[config.mk]
export PLATFORM = sky130hd
export DESIGN_NAME = nibble_serial_adder_ctrl
export DESIGN_NICKNAME = d
export VERILOG_FILES = /design/src/rtl/nibble_serial_adder_ctrl.sv
export SDC_FILE = /design/constraint.sdc
export NUM_CORES = 1
export LEC_CHECK = 0
export ABC_AREA = 1
export BUFFER_PORTS_ARGS = -buffer_cell sky130_fd_sc_hd__buf_2
export CAP_MARGIN = 5
export CORE_AREA = 5 5 96 98
export CTS_CLUSTER_SIZE = 20
export DETAILED_ROUTE_END_ITERATION = 8
export DIE_AREA = 0 0 101 103
export PLACE_DENSITY = 0.66
export SLEW_MARGIN = 0
export SYNTH_ARGS = -nofsm -noshare
export SYNTH_HDL_FRONTEND = slang
export SYNTH_HIERARCHICAL = 1
export SYNTH_SLANG_ARGS = --single-unit
export TNS_END_PERCENT = 100
[constraint.sdc]
create_clock -name i_clk -period 3.7 [get_ports i_clk]
set_input_delay 0.185 -clock i_clk [delete_from_list [all_inputs] [get_ports i_clk]]
set_output_delay 0.185 -clock i_clk [all_outputs]
set_load 0.05 [all_outputs]
[src/rtl/nibble_serial_adder_ctrl.sv]
// nibble_serial_adder_ctrl
//   Adds or subtracts two WIDTH-bit operands through one shared 4-bit adder
//   slice. It processes one nibble per cycle, starting with the LSB nibble.
//   A register carries the carry from one nibble to the next. A
//   valid/ready handshake on the operand side and on the result side hands
//   data in and out. Subtraction is done as A + ~B + 1: B is inverted when
//   it is latched, and the carry register is seeded with 1.
//
// Ports
//   i_clk            clock, rising edge
//   i_rst            asynchronous reset, active-high
//   i_in_valid       operand bundle valid
//   o_in_ready       controller can accept operands (IDLE)
//   i_in_a, i_in_b   operands, WIDTH bits
//   i_in_sub         1 = A-B, 0 = A+B
//   o_out_valid      result valid (DONE)
//   i_out_ready      consumer accepts result
//   o_out_sum        result bits, WIDTH bits
//   o_out_carry      carry out of MSB (for subtraction, 1 = no borrow)
//   o_out_overflow   signed two's-complement overflow
//   o_busy           high while nibbles are being processed (RUN)
//
// state | meaning
// IDLE  | waiting for operands, in_ready=1
// RUN   | one nibble per cycle through the shared adder slice
// DONE  | result held until the consumer accepts it

module adder_4bit (
    input  logic [3:0] i_a,
    input  logic [3:0] i_b,
    input  logic       i_cin,
    output logic [3:0] o_sum,
    output logic       o_cout
);
    logic [4:0] w_full;

    assign w_full = {1'b0, i_a} + {1'b0, i_b} + {4'b0000, i_cin};
    assign o_sum  = w_full[3:0];
    assign o_cout = w_full[4];
endmodule

module nibble_serial_adder_ctrl #(
    parameter int WIDTH = 16
) (
    input  logic             i_clk,
    input  logic             i_rst,
    input  logic             i_in_valid,
    output logic             o_in_ready,
    input  logic [WIDTH-1:0] i_in_a,
    input  logic [WIDTH-1:0] i_in_b,
    input  logic             i_in_sub,
    output logic             o_out_valid,
    input  logic             i_out_ready,
    output logic [WIDTH-1:0] o_out_sum,
    output logic             o_out_carry,
    output logic             o_out_overflow,
    output logic             o_busy
);
    localparam int NIBBLES = WIDTH / 4;
    localparam int CW      = (NIBBLES > 1) ? $clog2(NIBBLES) : 1;
    localparam logic [CW-1:0] LAST_IDX = CW'(NIBBLES - 1);

    typedef enum logic [1:0] {
        IDLE = 2'd0,
        RUN  = 2'd1,
        DONE = 2'd2
    } state_t;

    state_t r_state;
    state_t w_state_nxt;

    logic [WIDTH-1:0] r_a;
    logic [WIDTH-1:0] r_b;
    logic             r_carry;
    logic [CW-1:0]    r_idx;
    logic [WIDTH-1:0] r_sum;
    logic             r_carry_out;
    logic             r_ovf;

    logic [3:0] w_nib_a;
    logic [3:0] w_nib_b;
    logic [3:0] w_nib_sum;
    logic       w_nib_cout;
    logic       w_c_into_msb;
    logic       w_last;

    assign w_nib_a = r_a[4*r_idx +: 4];
    assign w_nib_b = r_b[4*r_idx +: 4];
    assign w_last  = (r_idx == LAST_IDX);

    adder_4bit u_adder (
        .i_a    (w_nib_a),
        .i_b    (w_nib_b),
        .i_cin  (r_carry),
        .o_sum  (w_nib_sum),
        .o_cout (w_nib_cout)
    );

    // The carry into the top bit of a nibble can be recovered from that
    // bit's inputs and its sum bit. Here b is the already-inverted operand.
    assign w_c_into_msb = w_nib_a[3] ^ w_nib_b[3] ^ w_nib_sum[3];

    // State register
    always_ff @(posedge i_clk or posedge i_rst) begin
        if (i_rst) begin
            r_state <= IDLE;
        end else begin
            r_state <= w_state_nxt;
        end
    end

    // Next-state logic
    always_comb begin
        w_state_nxt = r_state;
        case (r_state)
            IDLE:    if (i_in_valid) w_state_nxt = RUN;
            RUN:     if (w_last)     w_state_nxt = DONE;
            DONE:    if (i_out_ready) w_state_nxt = IDLE;
            default: w_state_nxt = IDLE;
        endcase
    end

    // Outputs decoded from the state
    always_comb begin
        o_in_ready  = 1'b0;
        o_out_valid = 1'b0;
        o_busy      = 1'b0;
        case (r_state)
            IDLE:    o_in_ready  = 1'b1;
            RUN:     o_busy      = 1'b1;
            DONE:    o_out_valid = 1'b1;
            default: o_in_ready  = 1'b0;
        endcase
    end

    // Datapath
    always_ff @(posedge i_clk or posedge i_rst) begin
        if (i_rst) begin
            r_a         <= '0;
            r_b         <= '0;
            r_carry     <= 1'b0;
            r_idx       <= '0;
            r_sum       <= '0;
            r_carry_out <= 1'b0;
            r_ovf       <= 1'b0;
        end else begin
            case (r_state)
                IDLE: begin
                    if (i_in_valid) begin
                        r_a     <= i_in_a;
                        r_b     <= i_in_b ^ {WIDTH{i_in_sub}};
                        r_carry <= i_in_sub;
                        r_idx   <= '0;
                    end
                end
                RUN: begin
                    r_sum[4*r_idx +: 4] <= w_nib_sum;
                    r_carry             <= w_nib_cout;
                    if (w_last) begin
                        r_carry_out <= w_nib_cout;
                        r_ovf       <= w_c_into_msb ^ w_nib_cout;
                        r_idx       <= '0;
                    end else begin
                        r_idx <= r_idx + CW'(1);
                    end
                end
                default: begin
                end
            endcase
        end
    end

    assign o_out_sum      = r_sum;
    assign o_out_carry    = r_carry_out;
    assign o_out_overflow = r_ovf;
endmodule

* Yosys cells after proc, flatten, opt, wreduce, memory -nomap -nowiden
Index checks and enable logic that the tools add are counted.
** Cells by class
- $add $sub $neg :: 4
- Equality and inequality tests :: 6
- Shifts and indexed selects :: 4
- Muxes and demuxes :: 13
- Bitwise logic cells :: 4
- Reduce and logical (&&, ||, !) cells :: 6
** Operator list (count)
- negation 4 -> 34 bit :: 1
- variable shift 4 x 34 -> 16 bit, first input constant :: 1
- variable part select 4 x 34 -> 16 bit :: 1
- variable part select 16 x 5 -> 4 bit :: 2
- bitwise mux 16 bit :: 1
- bitwise XOR 16 bit :: 1
- 2-to-1 mux 2 bit :: 5
- != test 2 bit, second input constant :: 3
- one-hot mux 2 bit (3 select lines) :: 1
- AND reduction 2 bit :: 3
- adder 4 x 4 -> 5 bit :: 1
- adder 5 x 1 -> 5 bit :: 1
- equality test 2 bit, second input constant :: 2
- 2-to-1 mux 1 bit :: 4
- one-hot mux 2 bit (2 select lines) :: 1
- AND reduction 3 bit :: 1
- bitwise XOR 1 bit :: 3
- adder 2 x 1 -> 2 bit, second input constant :: 1
- equality test 2 x 1 -> 1 bit, second input constant :: 1
- zero test 2 bit :: 1
- one-hot mux 1 bit (2 select lines) :: 1
- nonzero test 2 bit :: 1
** Storage, ports and cells
- Flip-flop bits (word level) :: 55
- Output and inout port bits :: 21
- Word-level logic and storage cells :: 45

* Longest topological paths before layout
- Depth in word-level cells :: 5
- Depth in mapped cells :: 16

* Cells and area by module
Netlist, hierarchy kept.
** By module, submodules not included
- nibble_serial_adder_ctrl :: times used 1, cells each 314, area an instance 2662.6 um^2
- adder_4bit :: times used 1, cells each 25, area an instance 165.2 um^2

* Worst setup path after synthesis
No wires, ideal clock.
- Path type :: register -> register
- Start :: reg r_idx[0]
- End :: reg r_ovf, in the netlist o_out_overflow
- Setup time :: 0.066 ns
- Arrival time :: 2.447 ns
- Path slack :: 1.187 ns
- Cell stages (with the launch flop) :: 15
- Path buffers :: 2
- Period minus slack after synthesis :: 2.513 ns
- Cells stage by stage :: dfrtp_1 buf_4 buf_2 o21ai_0 o22ai_1 fa_1 inv_1 fa_1 o21ai_0 inv_1 nand3_1 nand2_1 nand2_1 nand3_1 nand2_1
** RTL lines
- start, declared :: line 75 : logic [CW-1:0] r_idx;
- start signal, assigned :: line 164 : r_idx <= r_idx + CW'(1);
- variable part select 16 x 5 -> 4 bit :: line 87 : assign w_nib_a = r_a[4*r_idx +: 4];
- net w_nib_a[0] :: line 80 : logic [3:0] w_nib_a;
- adder 4 x 4 -> 5 bit :: line 37 : assign w_full = {1'b0, i_a} + {1'b0, i_b} + {4'b0000, i_cin};
- adder 5 x 1 -> 5 bit :: line 37
- net w_nib_cout :: line 83 : logic w_nib_cout;
- bitwise XOR 1 bit :: line 161 : r_ovf <= w_c_into_msb ^ w_nib_cout;
- end signal, assigned :: line 161
- end, declared :: line 78 : logic r_ovf;
The timed path passes the listed nets, and every way through them passes these cells.
A chain may end at the register's enable or synchronous reset.

* Final worst setup path
Same ends and word-level chain as after synthesis.

==> results.md <==
* Critical Path Fanout Max at 20
* PortBufs at 57
* Status: finished, final reports clean
* Post-synthesis cell type count at 25
* Post-Synth Adder-Cell Area at 0.04956
* R2R depth at 13
* Maximum clock frequency at 358.8 MHz
* Final HPWL DP at 4769 um
* Critical path class: reg2reg
* Hold_buf cts at 0
* # DRC at 0
* Post-synthesis xor/xnor area fraction at 0.05265
* Core area at 8381 um2
* Tightest Pin Transition at 0.7930 ns
* Nets@finish at 438
* Reg-to-reg slack, setup at approximately 0.91 ns
* Sequential area share after synthesis at 0.4867
* RSZ-0062 raised after global routing: no
* Die extent in y at 103 um
* Top post-synthesis cells by area: dfrtp_1 (49%), nand2_1 (15%), o21ai_0 (9.0%), xnor2_1 (5.3%), ha_1 (3.5%)
* Clk buf depth at 2
* Sink Count at 55
* Synthesis-to-finish area growth at 15.75%
* MaxCap Viol Count at 0
* Final setup TNS at 0 ns
* Largest family of logic cells by synthesized area: simple AND/OR/NAND/NOR gates
* Syn_nets at 386
* Aggregate global-route resource usage at 0.1295
* Cell area after synthesis at ~2800 um2
* Starting Density at 0.3374
* Clock skew at 0.004793 ns
* Post-synthesis mux area share at 0
* DR vias at 2,312
* Mean Syn Cell Area at approximately 8.3 um2
* CP required at 3.95 ns
* Commonest non-fill, non-tap cells in the layout: nand2_1 (112), buf_2 (57), dfrtp_1 (55), o21ai_0 (51), inv_1 (19)
* Worst slew margin at 0.4694
* Post-Synth Simple-Gate Area at 0.2230
* Vias in the first global route at 2,365
* Max-slew violation count at 0
* Final Setup Violations at 0
* Fin crit period at roughly 2.8 ns
* Synth top area share at 0.4867
* Final period utilization at 0.7532
* GP Congestion at 0.8136
* Fin. Hold Viols at 0
* FF+latch count, synth at 55
* Hold Path Class: in2reg
* Clk_lat worst skew at 0.31 ns
* Via density at 4.624
* Initial antenna violation count at 0
* Drt first pass iters at 4
* Setup bufs post-CTS at 0
* H-Tree Level Count at 2
* Crit path launch: r_idx[0]
* Grt total ovfl at 0
* Io pins at 58
* DR WL/cell at 12.68 um
* Worst r2r src: r_idx[0]
* DIE AREA at 10,400 um2
* Post-Route WL at 6340 um
* Num rows at 34
* Antenna Cells at 0
* Finished Core Util at 0.3906
* Root Driver: clkbuf_8
* Capturing element type of the critical path: flip-flop
* Die X at 101 um
* Synth Area in Compound Gates at 0.1221
* CP startpoint kind: flip-flop
* Reg-to-reg endpoint: o_out_overflow
* CP Capture Point: o_out_overflow
* Most common cell after layout, fill and taps aside: nand2_1
* Initial detailed-routing violation count at 100
* Antenna viol nets, final at 0
* Mapped Cells at approximately 340
* Resized Gates After CTS at 0
* Layout cell share with drive strength beyond 1 at 0.1939
* First-pass GRT wire length at 10,840 um
* CTS clk-pin slew, worst paths at 0.09 ns
* Yosys warnings at 6
* Filler cells at 855
* Area leader, netlist: dfrtp_1
* Largest net degree at the start of global routing at 56
* CTS tree: done
* Crit path DAT at 3.03 ns
* Num CTS Buffers at 5
==> worst min path at each step <==
stage,depth (start not counted),end,start
2_1_floorplan,1,r_state[1],i_out_ready
3_3_place_gp,2,r_state[1],i_out_ready
3_5_place_dp,2,r_state[1],i_out_ready
4_1_cts,2,r_state[1],i_out_ready
5_1_grt,2,r_state[1],i_out_ready
6_report,2,r_state[1],i_out_ready
==> sequential cells by signal, indices dropped and copies added (netlist names) <==
| signal | flops |
|---|---|
| r_a | 16 |
| r_idx | 2 |
| r_b | 16 |
| o_out_carry | 1 |
| r_state | 2 |
| o_out_overflow | 1 |
| o_out_sum | 16 |
| r_carry | 1 |
==> logic make-up (layout without fill, tap and decap cells) <==
kind of cell / Yosys count / count (layout)
fa+ha+maj: 10 / 10
simple gates: 152 / 152
compound gates: 66 / 66
buf+inv: 39 / 92
xor+xnor: 17 / 17
flops: 55 / 55
==> synth_stat cells, drive strengths merged <==
library cell and count:
ha 8, buf 12, inv 25, o31ai 2, clkbuf 2, a21oi 2
nand3 18, nand4 1, o22ai 6, nor3 1, nor2 19, nand2 113
a22oi 1, fa 2, dfrtp 55, xnor2 17, o21ai 55
==> through the flow <==
stage,cells,area (um2),setup WS (ns),hold slack [ns]
after detailed placement,492,3173,0.9666,0.3762
final,500,3273,0.9133,0.05495
after floorplan,339,2828,1.187,0.2713
after CTS,500,3273,0.9369,0.04081
after global placement,492,3173,1.101,0.3744
after global routing,500,3273,0.5898,0.03798
==> routing by layer <==
| layer | track usage | routed length (um) |
|---|---|---|
| met5 | 0 | 0 |
| met4 | 0.04090 | 80 |
| met3 | 0.02571 | 313 |
| met2 | 0.2248 | 3151 |
| met1 | 0.1629 | 2795 |
==> final cells by class <==
type	count	area, um2	area share
clock buffers	8	100.1	0.03058
inverters	25	96.34	0.02943
multi-input cells	245	1265	0.3865
flip-flops and latches	55	1376	0.4205
well taps	108	135.1	0.04128
repair buffers	59	300.3	0.09174
==> critical path: stages, from the launching register on <==
cell and delay [ns]:
dfrtp_1 0.51, inv_2 0.30, o21ai_0 0.12, o22ai_1 0.21
fa_1 0.27, inv_1 0.07, fa_1 0.39, o21ai_0 0.38
inv_1 0.13, nand3_1 0.11, nand2_1 0.06, nand2_1 0.06
nand3_1 0.06, nand2_1 0.06
Power is not shown: default switching activity piles up to over one toggle a cycle in this logic, so the estimate is an artifact.
